`config.mk`:
```
export PLATFORM = sky130hd
export DESIGN_NAME = uart_cmd_bridge
export DESIGN_NICKNAME = d
export VERILOG_FILES = /design/src/rtl/uart_cmd_bridge.sv
export SDC_FILE = /design/constraint.sdc
export NUM_CORES = 1
export LEC_CHECK = 0
export CORE_ASPECT_RATIO = 0.8
export CORE_MARGIN = 5
export CORE_UTILIZATION = 50
export CTS_CLUSTER_DIAMETER = 120
export DETAILED_ROUTE_END_ITERATION = 16
export MAX_ROUTING_LAYER = met4
export PLACE_DENSITY = 0.72
export SETUP_SLACK_MARGIN = 0.4
export SLEW_MARGIN = 10
export SYNTH_ARGS = -nofsm -noshare
export SYNTH_HDL_FRONTEND = slang
export SYNTH_SLANG_ARGS = --single-unit
```
`constraint.sdc`:
```
create_clock -name i_Clock -period 10.34 [get_ports i_Clock]
set_clock_uncertainty 0.2 [all_clocks]
set_input_delay 1.551 -clock i_Clock [delete_from_list [all_inputs] [get_ports i_Clock]]
set_output_delay 1.551 -clock i_Clock [all_outputs]
set_load 0.02 [all_outputs]
```
`src/rtl/uart_cmd_bridge.sv`:
```
// Byte bridge between uart_rx and uart_tx: echo (MODE=0) or 2-byte command/response (MODE=1),
// both feeding a TX FIFO drained back-to-back into uart_tx.
module uart_cmd_bridge #(
    parameter int unsigned MODE           = 0,
    parameter int unsigned N_CHANNELS     = 4,
    parameter int unsigned FIFO_DEPTH     = 16,
    parameter int unsigned TIMEOUT_CYCLES = 50000
) (
    input  logic                          i_Clock,
    input  logic                          i_Reset,
    input  logic                          i_Rx_DV,
    input  logic [7:0]                    i_Rx_Byte,
    input  logic                          i_Tx_Done,
    input  logic [8*N_CHANNELS-1:0]       i_Ch_Data,
    input  logic [N_CHANNELS-1:0]         i_Ch_Valid,
    output logic                          o_Tx_DV,
    output logic [7:0]                    o_Tx_Byte,
    output logic [$clog2(FIFO_DEPTH):0]   o_Fifo_Count,
    output logic                          o_Overflow,
    output logic                          o_Timeout_Err,
    output logic                          o_Busy
);
    localparam int unsigned AW = $clog2(FIFO_DEPTH);
    localparam int unsigned CW = AW + 1;
    localparam int unsigned TW = (TIMEOUT_CYCLES > 1) ? $clog2(TIMEOUT_CYCLES) : 1;

    typedef enum logic [1:0] {RX_WAIT_CMD, RX_WAIT_ADDR, RX_RESPOND} rx_state_t;
    typedef enum logic [1:0] {TX_IDLE, TX_SEND, TX_WAIT_DONE} tx_state_t;

    logic [7:0]    r_mem [FIFO_DEPTH];
    logic [AW-1:0] r_wr_ptr;
    logic [AW-1:0] r_rd_ptr;
    logic [CW-1:0] r_count;
    rx_state_t     r_rx_state;
    tx_state_t     r_tx_state;
    logic [7:0]    r_cmd;
    logic [7:0]    r_addr;
    logic [TW-1:0] r_timer;
    logic [7:0]    r_resp_b;
    logic          r_push_b;

    logic          w_pop;
    logic          w_push;
    logic [7:0]    w_push_data;
    logic          w_full;
    logic          w_room2;
    logic          w_drop_echo;
    logic [CW-1:0] w_count_nxt;
    logic          w_tx_busy_nxt;
    logic          w_ch_hit;
    logic [7:0]    w_ch_byte;
    logic [7:0]    w_resp_a;
    logic [7:0]    w_resp_b;

    assign w_pop        = (r_tx_state == TX_IDLE) && (r_count != CW'(0));
    assign w_full       = (r_count == CW'(FIFO_DEPTH));
    assign w_room2      = (r_count <= CW'(FIFO_DEPTH - 2));
    assign w_drop_echo  = (MODE == 0) && i_Rx_DV && w_full && !w_pop;
    assign w_count_nxt  = r_count + CW'(w_push) - CW'(w_pop);
    assign o_Fifo_Count = r_count;

    // Response table, evaluated in the RESPOND cycle so channel data is sampled there.
    always_comb begin
        w_ch_hit  = 1'b0;
        w_ch_byte = 8'h00;
        w_resp_a  = 8'hFE;
        w_resp_b  = r_cmd;
        for (int k = 0; k < int'(N_CHANNELS); k++) begin
            if (r_addr == 8'(k)) begin
                w_ch_hit  = i_Ch_Valid[k];
                w_ch_byte = i_Ch_Data[8*k +: 8];
            end
        end
        if (r_cmd == 8'h02) begin
            w_resp_a = 8'h02;
            w_resp_b = r_addr;
        end else if (r_cmd == 8'h01 && r_addr < 8'(N_CHANNELS)) begin
            w_resp_a = w_ch_hit ? 8'h1D : 8'h1F;
            w_resp_b = w_ch_hit ? w_ch_byte : 8'h00;
        end
    end

    // Push source: raw RX byte in echo mode, response bytes A then B in command mode.
    always_comb begin
        w_push      = 1'b0;
        w_push_data = i_Rx_Byte;
        if (MODE == 0) begin
            w_push = i_Rx_DV && (!w_full || w_pop);
        end else if (r_push_b) begin
            w_push      = 1'b1;
            w_push_data = r_resp_b;
        end else if (r_rx_state == RX_RESPOND && w_room2) begin
            w_push      = 1'b1;
            w_push_data = w_resp_a;
        end
    end

    always_comb begin
        case (r_tx_state)
            TX_IDLE:      w_tx_busy_nxt = w_pop;
            TX_SEND:      w_tx_busy_nxt = 1'b1;
            TX_WAIT_DONE: w_tx_busy_nxt = !i_Tx_Done;
            default:      w_tx_busy_nxt = 1'b0;
        endcase
    end

    always_ff @(posedge i_Clock) begin
        if (w_push) r_mem[r_wr_ptr] <= w_push_data;
    end

    always_ff @(posedge i_Clock or posedge i_Reset) begin
        if (i_Reset) begin
            r_wr_ptr <= '0;
            r_rd_ptr <= '0;
            r_count  <= '0;
        end else begin
            if (w_push) r_wr_ptr <= r_wr_ptr + AW'(1);
            if (w_pop)  r_rd_ptr <= r_rd_ptr + AW'(1);
            r_count <= w_count_nxt;
        end
    end

    // TX FSM: o_Tx_DV is high for the single SEND cycle following the pop.
    always_ff @(posedge i_Clock or posedge i_Reset) begin
        if (i_Reset) begin
            r_tx_state <= TX_IDLE;
            o_Tx_DV    <= 1'b0;
            o_Tx_Byte  <= 8'h00;
            o_Busy     <= 1'b0;
        end else begin
            o_Tx_DV <= 1'b0;
            o_Busy  <= (w_count_nxt != CW'(0)) || w_tx_busy_nxt;
            case (r_tx_state)
                TX_IDLE: begin
                    if (w_pop) begin
                        o_Tx_Byte  <= r_mem[r_rd_ptr];
                        o_Tx_DV    <= 1'b1;
                        r_tx_state <= TX_SEND;
                    end
                end
                TX_SEND:      r_tx_state <= TX_WAIT_DONE;
                TX_WAIT_DONE: if (i_Tx_Done) r_tx_state <= TX_IDLE;
                default:      r_tx_state <= TX_IDLE;
            endcase
        end
    end

    // RX FSM: a byte arriving on the timeout cycle or during RESPOND is still consumed.
    always_ff @(posedge i_Clock or posedge i_Reset) begin
        if (i_Reset) begin
            r_rx_state    <= RX_WAIT_CMD;
            r_cmd         <= 8'h00;
            r_addr        <= 8'h00;
            r_timer       <= '0;
            r_resp_b      <= 8'h00;
            r_push_b      <= 1'b0;
            o_Overflow    <= 1'b0;
            o_Timeout_Err <= 1'b0;
        end else begin
            r_push_b <= 1'b0;
            if (w_drop_echo) o_Overflow <= 1'b1;
            if (MODE != 0) begin
                case (r_rx_state)
                    RX_WAIT_CMD: begin
                        if (i_Rx_DV) begin
                            r_cmd      <= i_Rx_Byte;
                            r_timer    <= '0;
                            r_rx_state <= RX_WAIT_ADDR;
                        end
                    end
                    RX_WAIT_ADDR: begin
                        if (i_Rx_DV) begin
                            r_addr     <= i_Rx_Byte;
                            r_rx_state <= RX_RESPOND;
                        end else if (r_timer == TW'(TIMEOUT_CYCLES - 1)) begin
                            o_Timeout_Err <= 1'b1;
                            r_rx_state    <= RX_WAIT_CMD;
                        end else begin
                            r_timer <= r_timer + TW'(1);
                        end
                    end
                    RX_RESPOND: begin
                        if (w_room2) begin
                            r_resp_b <= w_resp_b;
                            r_push_b <= 1'b1;
                        end else begin
                            o_Overflow <= 1'b1;
                        end
                        if (i_Rx_DV) begin
                            r_cmd      <= i_Rx_Byte;
                            r_timer    <= '0;
                            r_rx_state <= RX_WAIT_ADDR;
                        end else begin
                            r_rx_state <= RX_WAIT_CMD;
                        end
                    end
                    default: r_rx_state <= RX_WAIT_CMD;
                endcase
            end
        end
    end
endmodule

```
# ---- After elaboration in Yosys (flattened, before gate mapping)
# Memories as Yosys holds them, arrays and structs flattened. A register that Yosys moved wholly into a read port is not among the register bits.
# Cells that the tools add are included.
dict set report totals {
  ff_bits 18
  latch_bits 0
  mem_bits_rw 128
  mem_bits_ro 0
  in_bits 48
  output_inout_bits 17
  word_cells 39
  n_memories 1
}
dict set report op_classes {
  add_sub_neg 4
  mul 0
  div 0
  order_cmp 0
  eq_ne 5
  shifts 0
  n_mux 8
  n_bitwise 0
  reduce_logical 14
}
# name depth width rd rd_clocked_by_memory_dff wr line
set mem_list {}
lappend mem_list {r_mem 16 8 1 1 1 30} ;# logic [7:0] r_mem [FIFO_DEPTH];
# operator n
set ops {}
lappend ops {{$reduce_bool 5->1} 2}
lappend ops {{$add 4x1->4 const B} 2}
lappend ops {{$pmux 2 s3} 1}
lappend ops {{$add 5x1->5} 1}
lappend ops {{$eq 5x5->1 const B} 1}
lappend ops {{$sub 5x1->5} 1}
lappend ops {{$logic_and 1x1->1} 4}
lappend ops {{$mux 1} 4}
lappend ops {{$mux 2} 2}
lappend ops {{$ne 2x2->1 const B} 2}
lappend ops {{$reduce_and 2->1} 2}
lappend ops {{$logic_not 1->1} 3}
lappend ops {{$pmux 1 s3} 1}
lappend ops {{$eq 2x1->1 const B} 1}
lappend ops {{$eq 2x2->1 const B} 1}
lappend ops {{$logic_not 2->1} 1}
lappend ops {{$logic_or 1x1->1} 2}

# ---- Logic depth before layout (Yosys ltp)
# Gate-level depths: netlist of the first run.
dict set report logic_depth {
  word_depth 8
  depth_mapped 13
  mapped_depth_nobuf 13
}

# ---- Least setup slack after synthesis of the first run
# OpenSTA, ideal clock, no wires.
dict set report synth_path {
  path_kind {input -> register}
  startpoint {input i_Rx_DV}
  endpoint {register o_Busy}
  setup_ns 0.139
  t_arrival_ns 3.378
  t_required_ns 10.001
  slack_ns 6.623
  path_stages 7
  path_buffers 0
  cell_sequence {nand2b_1 -> o21ai_0 -> ha_1 -> fa_1 -> xor2_1 -> or4_1 -> or4_1}
}
dict set report synth_via {
  elab_chain_cells 5
}
# element line
set synth_lines {}
lappend synth_lines {{start: declaration} 11} ;# input logic i_Rx_DV,
lappend synth_lines {{$logic_and 1x1->1} 88} ;# w_push = i_Rx_DV && (!w_full || w_pop);
lappend synth_lines {{$add 5x1->5} 59} ;# assign w_count_nxt = r_count + CW'(w_push) - CW'(w_pop);
lappend synth_lines {{$sub 5x1->5} 59}
lappend synth_lines {{via w_count_nxt[2]} 48} ;# logic [CW-1:0] w_count_nxt;
lappend synth_lines {{$reduce_bool 5->1} 132} ;# o_Busy <= (w_count_nxt != CW'(0)) || w_tx_busy_nxt;
lappend synth_lines {{$logic_or 1x1->1} 132}
lappend synth_lines {{end signal: assignment} 132}
lappend synth_lines {{end: declaration} 21} ;# output logic o_Busy
# The timed path passes the listed nets, and every way through them passes these cells.
# A chain may end at the register's enable or synchronous reset.

# ---- Final worst setup path of the first run
# Ends and elaborated chain as after synthesis.

==> out/qor.csv, run 1 <==
stage,metric,value,unit
status,outcome,"complete, no violations",
clocking,worst skew pair latency,0.41,ns
global_routing,first-pass GRT wire length,18210,um
sta,actual slew at the worst max-slew pin,1.196,ns
place,pre-CTS setup slack,5.911,ns
sta,Fin Hold WS,0.2517,ns
global_routing,antenna violations before repair,0,
synth,synthesized area,6312,um^2
clocking,CTS tree,done,
clocking,CTS Root Cell,clkbuf_16,
sta,setup TNS,0,ns
drt,initial drt markers,299,
critical_path,CP peak stage delay,0.54,ns
global_routing,total gr overflow,0,
drt,Pre-Repair DR Iteration Count,4,
floorplan,starting density of the core,51.52,%
drt,Routed Antenna Nets,0,
critical_path,Worst Path Buf+Inv,1,
critical_path,slowest CP cell,clkdlybuf4s50_1,
critical_path,"Arr. time, crit path",4.08,ns
final_layout,layout cells sized above 1,11.72,%
sta,final setup fails,0,
place,hpwl dp,7414,um
clocking,post-CTS setup buffers,0,
synth,ys async rst share,16.88,%
synth,unique cell type count in the Yosys netlist,42,
floorplan,Die ar.,14990,um^2
critical_path,Setup CP Type,input pin to flip-flop,
global_routing,All-Layer GR Usage,17.48,%
place,gp weighted congestion,0.7876,
sta,Rel. slew slack,19.52,%
sta,Max Slew Vio Count,0,
final_layout,Final nets,415,
critical_path,CP Launch Type,input pin,
critical_path,element type at the critical path end,flip-flop,
floorplan,Die Y,110.5,um
global_routing,vias in the first global route,2980,
clocking,# hold bufs at CTS,0,
flow_run,max-cap violation count,0,
final_layout,"most common cell after layout, fill and taps aside",edfxtp_1,
global_routing,largest net degree at the start of global routing,35,
synth,#FFs+latches synth,154,
power_and_ir_drop,PD cells,291.8,nW/um^2
synth,"Top FF cell, synth",edfxtp_1,
clocking,CTS resizes,0,
critical_path,"CP delay by family, top",simple AND/OR/NAND/NOR gates,
final_layout,synth-to-layout area growth,15.40,%
sta,post-layout min period,3.999,ns
drt,routed len/inst,22.12,um
sta,RSZ-0062 raised after global routing,false,
synth,"Seq/Total Area, Yosys",71.20,%
synth,largest area contributor in the netlist,edfxtp_1,
hold_path,Hold WC Path Type,flip-flop to flip-flop,
sta,Final Cycle Share,38.67,%
critical_path,Critical Path RT,10.42,ns
place,number of port buffers,27,
synth,syn_nets,378,
drt,vias,3022,
sta,final worst slack,6.341,ns
critical_path,WP depth,8,
critical_path,crit path max fanout,5,
synth,"EDFF count, synth",128,
drt,vias per inst,5.617,
power_and_ir_drop,worst vdd ir,0.1434,mV
final_layout,ant diodes,0,
floorplan,core area,12250,um^2
clocking,clk slew on worst S/H paths,0.06,ns
clocking,CTS H-tree lvls,4,
critical_path,crit-path cells,"clkdlybuf4s50_1, nand2b_1, o21ai_0, ha_1, fa_1, xor2_1, or4_1, or4_1",
synth,top-area cell type share of the netlist area,60.89,%
sta,final hold violation count,0,
hold_path,Worst Hold Depth,1,
power_and_ir_drop,Lkg Pwr,2.610,nW
synth,syn_area_per_cell,19.79,um^2
clocking,Num CTS Buffers,17,
clocking,CTS max path bufs,2,
sta,fmax,250.1,MHz
drt,WL final,11900,um
floorplan,# IOs,65,
synth,Post-Syn Instances,319,
floorplan,Die W,135.6,um
critical_path,R2R cell count,13,
clocking,CTS Sinks,154,
critical_path,Crit path top cell by count,or4_1,
synth,top post-synthesis cells by area,"edfxtp_1, mux4_1, dfrtp_1",
floorplan,Rows,36,
final_layout,most frequent cells in the layout,"edfxtp_1, clkdlybuf4s50_1, mux4_1, dfrtp_1, clkbuf_16",
drt,number of remaining DRC errors,0,
synth,synth warn,1,
[worst paths after layout]
check	startpoint	slack (ns)	to
setup / recovery	i_Rx_DV	6.34	o_Busy
hold / removal	o_Overflow	0.25	o_Overflow
setup reg to reg	o_Fifo_Count[2]	6.60	o_Busy
hold reg to reg	o_Overflow	0.25	o_Overflow
max in group asynchronous	i_Reset	7.84	r_wr_ptr[1]
min in group asynchronous	i_Reset	1.49	r_rd_ptr[2]
[synth_stat cells (2+ instances only)]
library cell  number
or4_1              2
buf_2              2
mux2i_1            9
nand2_1            7
o21ai_0            2
and2_1             8
inv_1             11
xnor2_1            6
buf_12             2
edfxtp_1         128
a21oi_1            3
nor3b_1            2
a21o_1             9
nor4_1             4
nand2b_1           2
nand3_1            2
mux4_1            26
buf_6              6
clkbuf_1           2
ha_1              10
buf_4              3
nor2_1             7
dfrtp_1           26
o22ai_1            7
mux4_2             6
inv_2              2
xor2_1             4
a211oi_1           7
[report_power, final]
| group | internal (W) | switching, W |
|---|---|---|
| Clock | 0.000397 | 0.000226 |
| Combinational | 0.000302 | 0.000343 |
| Sequential | 0.000780 | 0.0000772 |
| Total | 0.00148 | 0.000647 |
[logic make-up after synthesis]
| logic type | Yosys count | synth area share [%] |
|---|---|---|
| muxes | 41 | 14.39 |
| other | 1 | 0.05941 |
| and+or+nand+nor | 39 | 3.469 |
| buffers and inverters | 29 | 3.171 |
| DFF | 154 | 71.20 |
| xor gates and xnor gates | 10 | 1.387 |
| adders and majority gates | 11 | 2.299 |
| AOI/OAI and AO/OA | 34 | 4.024 |
[sequential cells by signal, indices dropped and copies added, names as in the netlist]
name          flops
o_Busy            1
r_wr_ptr          4
r_rd_ptr          4
o_Tx_DV           1
o_Fifo_Count      5
r_mem           128
o_Tx_Byte         8
o_Overflow        1
r_tx_state        2
[cell type report]
type / count / area (um^2)
Clock buffer: 19 / 432.9
Clock inverter: 11 / 153.9
Fill cell: 909 / 4967
Inverter: 13 / 48.80
Multi-Input combinational cell: 136 / 1618
Sequential cell: 154 / 4494
Tap cell: 171 / 214.0
Timing Repair Buffer: 34 / 322.8
[stage by stage]
step | cell area [um^2] | utilization (%) | total power (W) | std cells
floorplan | 6312 | - | 0.001339 | 319
global placement | 6698 | 54.67 | 0.001496 | 508
detailed placement | 6698 | 54.67 | 0.001518 | 508
CTS | 7284 | 59.46 | 0.002143 | 538
global route | 7284 | 59.46 | 0.002242 | 538
finish | 7284 | 59.46 | 0.002126 | 538
[metal layers]
layer / part of all wire (%) / GRT usage, % / up-vias / wire [um]
met2: 45 / 23.28 / 124 / 5367
met4: 1.4 / 4.768 / 0 / 163
li1: - / - / 1359 / -
met5: 0 / - / - / 0
met3: 9.8 / 5.455 / 16 / 1168
met1: 44 / 26.21 / 1523 / 5199
Note: power is estimated with default switching activity, not from simulation.
==> inputs of run 2 (changes only) <==
==> constraint.sdc (replaced) <==
create_clock -name i_Clock -period 3.8 [get_ports i_Clock]
set_clock_uncertainty 0.2 [all_clocks]
set_input_delay 0.57 -clock i_Clock [delete_from_list [all_inputs] [get_ports i_Clock]]
set_output_delay 0.57 -clock i_Clock [all_outputs]
set_load 0.02 [all_outputs]
==> out/qor.csv, run 2 (same netlist as run 1, synthesis figures left out) <==
stage,metric,value,unit
status,outcome,"complete, no violations",
power_and_ir_drop,P_int,0.003988,W
place,gp weighted congestion,0.8215,
hold_path,Hold WC Path Type,flip-flop to flip-flop,
sta,Max Slew Vio Count,0,
drt,routed len/inst,21.90,um
power_and_ir_drop,Net Sw Power,0.001891,W
final_layout,most frequent cells in the layout,"edfxtp_1, clkdlybuf4s50_1, mux4_1, dfrtp_1, clkbuf_16",
drt,vias,3045,
critical_path,crit-path cells,"inv_1, ha_2, inv_2, o41ai_4, inv_2, nand2b_4, o21ai_0, ha_2, fa_2, xor2_1, or4_1, or4_1",
power_and_ir_drop,Clk pwr share,29.1,%
global_routing,first-pass GRT wire length,18660,um
sta,actual slew at the worst max-slew pin,1.002,ns
critical_path,element type at the critical path end,flip-flop,
global_routing,antenna violations before repair,0,
drt,initial drt markers,240,
sta,fmax,308.8,MHz
sta,Final Cycle Share,85.21,%
place,number of port buffers,27,
floorplan,core area,12250,um^2
flow_run,max-cap violation count,0,
clocking,Num CTS Buffers,17,
power_and_ir_drop,PD cells,797.7,nW/um^2
power_and_ir_drop,Power Total,0.005879,W
critical_path,"Arr. time, crit path",3.33,ns
clocking,CTS Sinks,154,
power_and_ir_drop,Lkg Pwr,2.652,nW
critical_path,"CP delay by family, top",simple AND/OR/NAND/NOR gates,
drt,met2 wire len,5615,um
final_layout,synth-to-layout area growth,16.75,%
power_and_ir_drop,Logic pwr share,30.6,%
power_and_ir_drop,Reg power frac,40.3,%
global_routing,largest net degree at the start of global routing,29,
critical_path,slowest CP cell,or4_1,
clocking,CTS H-tree lvls,4,
place,pre-CTS setup slack,0.2896,ns
floorplan,starting density of the core,51.52,%
clocking,clk slew on worst S/H paths,0.06,ns
drt,Met3 Routed Length,818,um
floorplan,Die W,135.6,um
clocking,# hold bufs at CTS,0,
drt,vias per inst,5.567,
clocking,CTS max path bufs,2,
sta,final worst slack,0.5619,ns
critical_path,Critical Path RT,3.89,ns
floorplan,Rows,36,
final_layout,max reg flops,128,
drt,met1 WL,5455,um
sta,RSZ-0062 raised after global routing,false,
sta,setup TNS,0,ns
global_routing,vias in the first global route,3196,
sta,final setup fails,0,
drt,Routed Antenna Nets,0,
sta,post-layout min period,3.238,ns
sta,final hold violation count,0,
sta,Rel. slew slack,33.10,%
critical_path,CP peak stage delay,0.48,ns
floorplan,Die ar.,14990,um^2
critical_path,crit path max fanout,4,
floorplan,# IOs,65,
power_and_ir_drop,Net Sw Frac,32.17,%
final_layout,layout cells sized above 1,16.22,%
place,hpwl dp,7751,um
final_layout,ant diodes,0,
final_layout,Biggest register,r_mem,
global_routing,total gr overflow,0,
critical_path,CP Launch Type,flip-flop,
drt,Top Metal Used,met4,
global_routing,All-Layer GR Usage,17.74,%
clocking,CTS Root Cell,clkbuf_16,
floorplan,Die Y,110.5,um
power_and_ir_drop,worst vdd ir,0.4402,mV
final_layout,Final nets,422,
clocking,worst skew pair latency,0.42,ns
drt,WL final,11980,um
critical_path,Setup CP Type,flip-flop to flip-flop,
critical_path,Worst Path Buf+Inv,3,
drt,Pre-Repair DR Iteration Count,4,
final_layout,"most common cell after layout, fill and taps aside",edfxtp_1,
clocking,CTS tree,done,
drt,number of remaining DRC errors,0,
==> run 2: cell count changes in the layout (fill, tap and decap cells not counted), sizes merged <==
cell / delta
buf: +7
bufinv: -2
clkbuf: -2
clkinv: -4
clkinvlp: +1
inv: +9
==> run 2: final cells by class <==
class,count,area (um^2)
clock inverters,15,178.9
repair buffers,41,375.4
flip-flops and latches,154,4494
inverters,13,48.80
well taps,171,214.0
clock buffers,17,425.4
multi-input cells,136,1633
fillers,877,4882
==> run 2: power by group through the flow <==
stage	logic (W)	clock network, W	registers (W)
2_1_floorplan	0.00128	0	0.00236
3_3_place_gp	0.00171	0	0.00238
5_1_grt	0.00196	0.00183	0.00241
4_1_cts	0.00179	0.00175	0.00237
3_5_place_dp	0.00175	0	0.00240
6_report	0.00180	0.00171	0.00237
==> run 2: per-layer routing <==
layer	GRT usage (%)	vias up
met4	5.037	0
met3	5.500	7
li1	-	1377
met5	-	-
met1	25.34	1567
met2	24.87	94
==> run 2: path summary, 6_finish.rpt <==
check	slack (ns)	depth (start not counted)	startpoint	endpoint
min in group asynchronous	0.49	2	i_Reset	r_wr_ptr[0]
max in group asynchronous	2.30	2	i_Reset	r_wr_ptr[3]
max reg2reg	0.56	12	o_Fifo_Count[3]	o_Busy
min reg2reg	0.26	1	o_Overflow	o_Overflow
min	0.26	1	o_Overflow	o_Overflow
max	0.56	12	o_Fifo_Count[3]	o_Busy
==> run 2: repair_timing <==
| item | in CTS | in global routing |
|---|---|---|
| cloned | 0 | 0 |
| resized for setup | 2 | 2 |
| pin swaps | 0 | 1 |
| setup endpoints to repair | 1 | 1 |
| buffers inserted | 2 | 2 |
==> run 2: through the flow <==
step / util [%] / hold slack [ns] / cells / instance area [um^2]
after global routing: 60.15 / 0.3051 / 547 / 7370
after floorplan: - / 0.2628 / 319 / 6312
after CTS: 59.99 / 0.2665 / 545 / 7350
after global placement: 54.85 / 0.2456 / 511 / 6720
final: 60.15 / 0.2581 / 547 / 7370
after detailed placement: 54.85 / 0.2519 / 511 / 6720
==> run 2: worst reg2reg max path: stages (launching register included) <==
cell	delay (ns)
dfrtp_1	0.40
inv_1	0.09
ha_2	0.20
inv_2	0.05
o41ai_4	0.25
inv_2	0.12
nand2b_4	0.11
o21ai_0	0.09
ha_2	0.19
fa_2	0.35
xor2_1	0.18
or4_1	0.48
or4_1	0.41
==> inputs of run 3 (changes only) <==
--- a/config.mk
+++ b/config.mk
@@ -8,7 +8,7 @@
 export CORE_ASPECT_RATIO = 0.8
 export CORE_MARGIN = 5
 export CORE_UTILIZATION = 50
-export CTS_CLUSTER_DIAMETER = 120
+export CTS_CLUSTER_DIAMETER = 30
 export DETAILED_ROUTE_END_ITERATION = 16
 export MAX_ROUTING_LAYER = met4
 export PLACE_DENSITY = 0.72
==> results of run 3 <==
No change in the layout: final DEF, timing and power equal those of run 2.
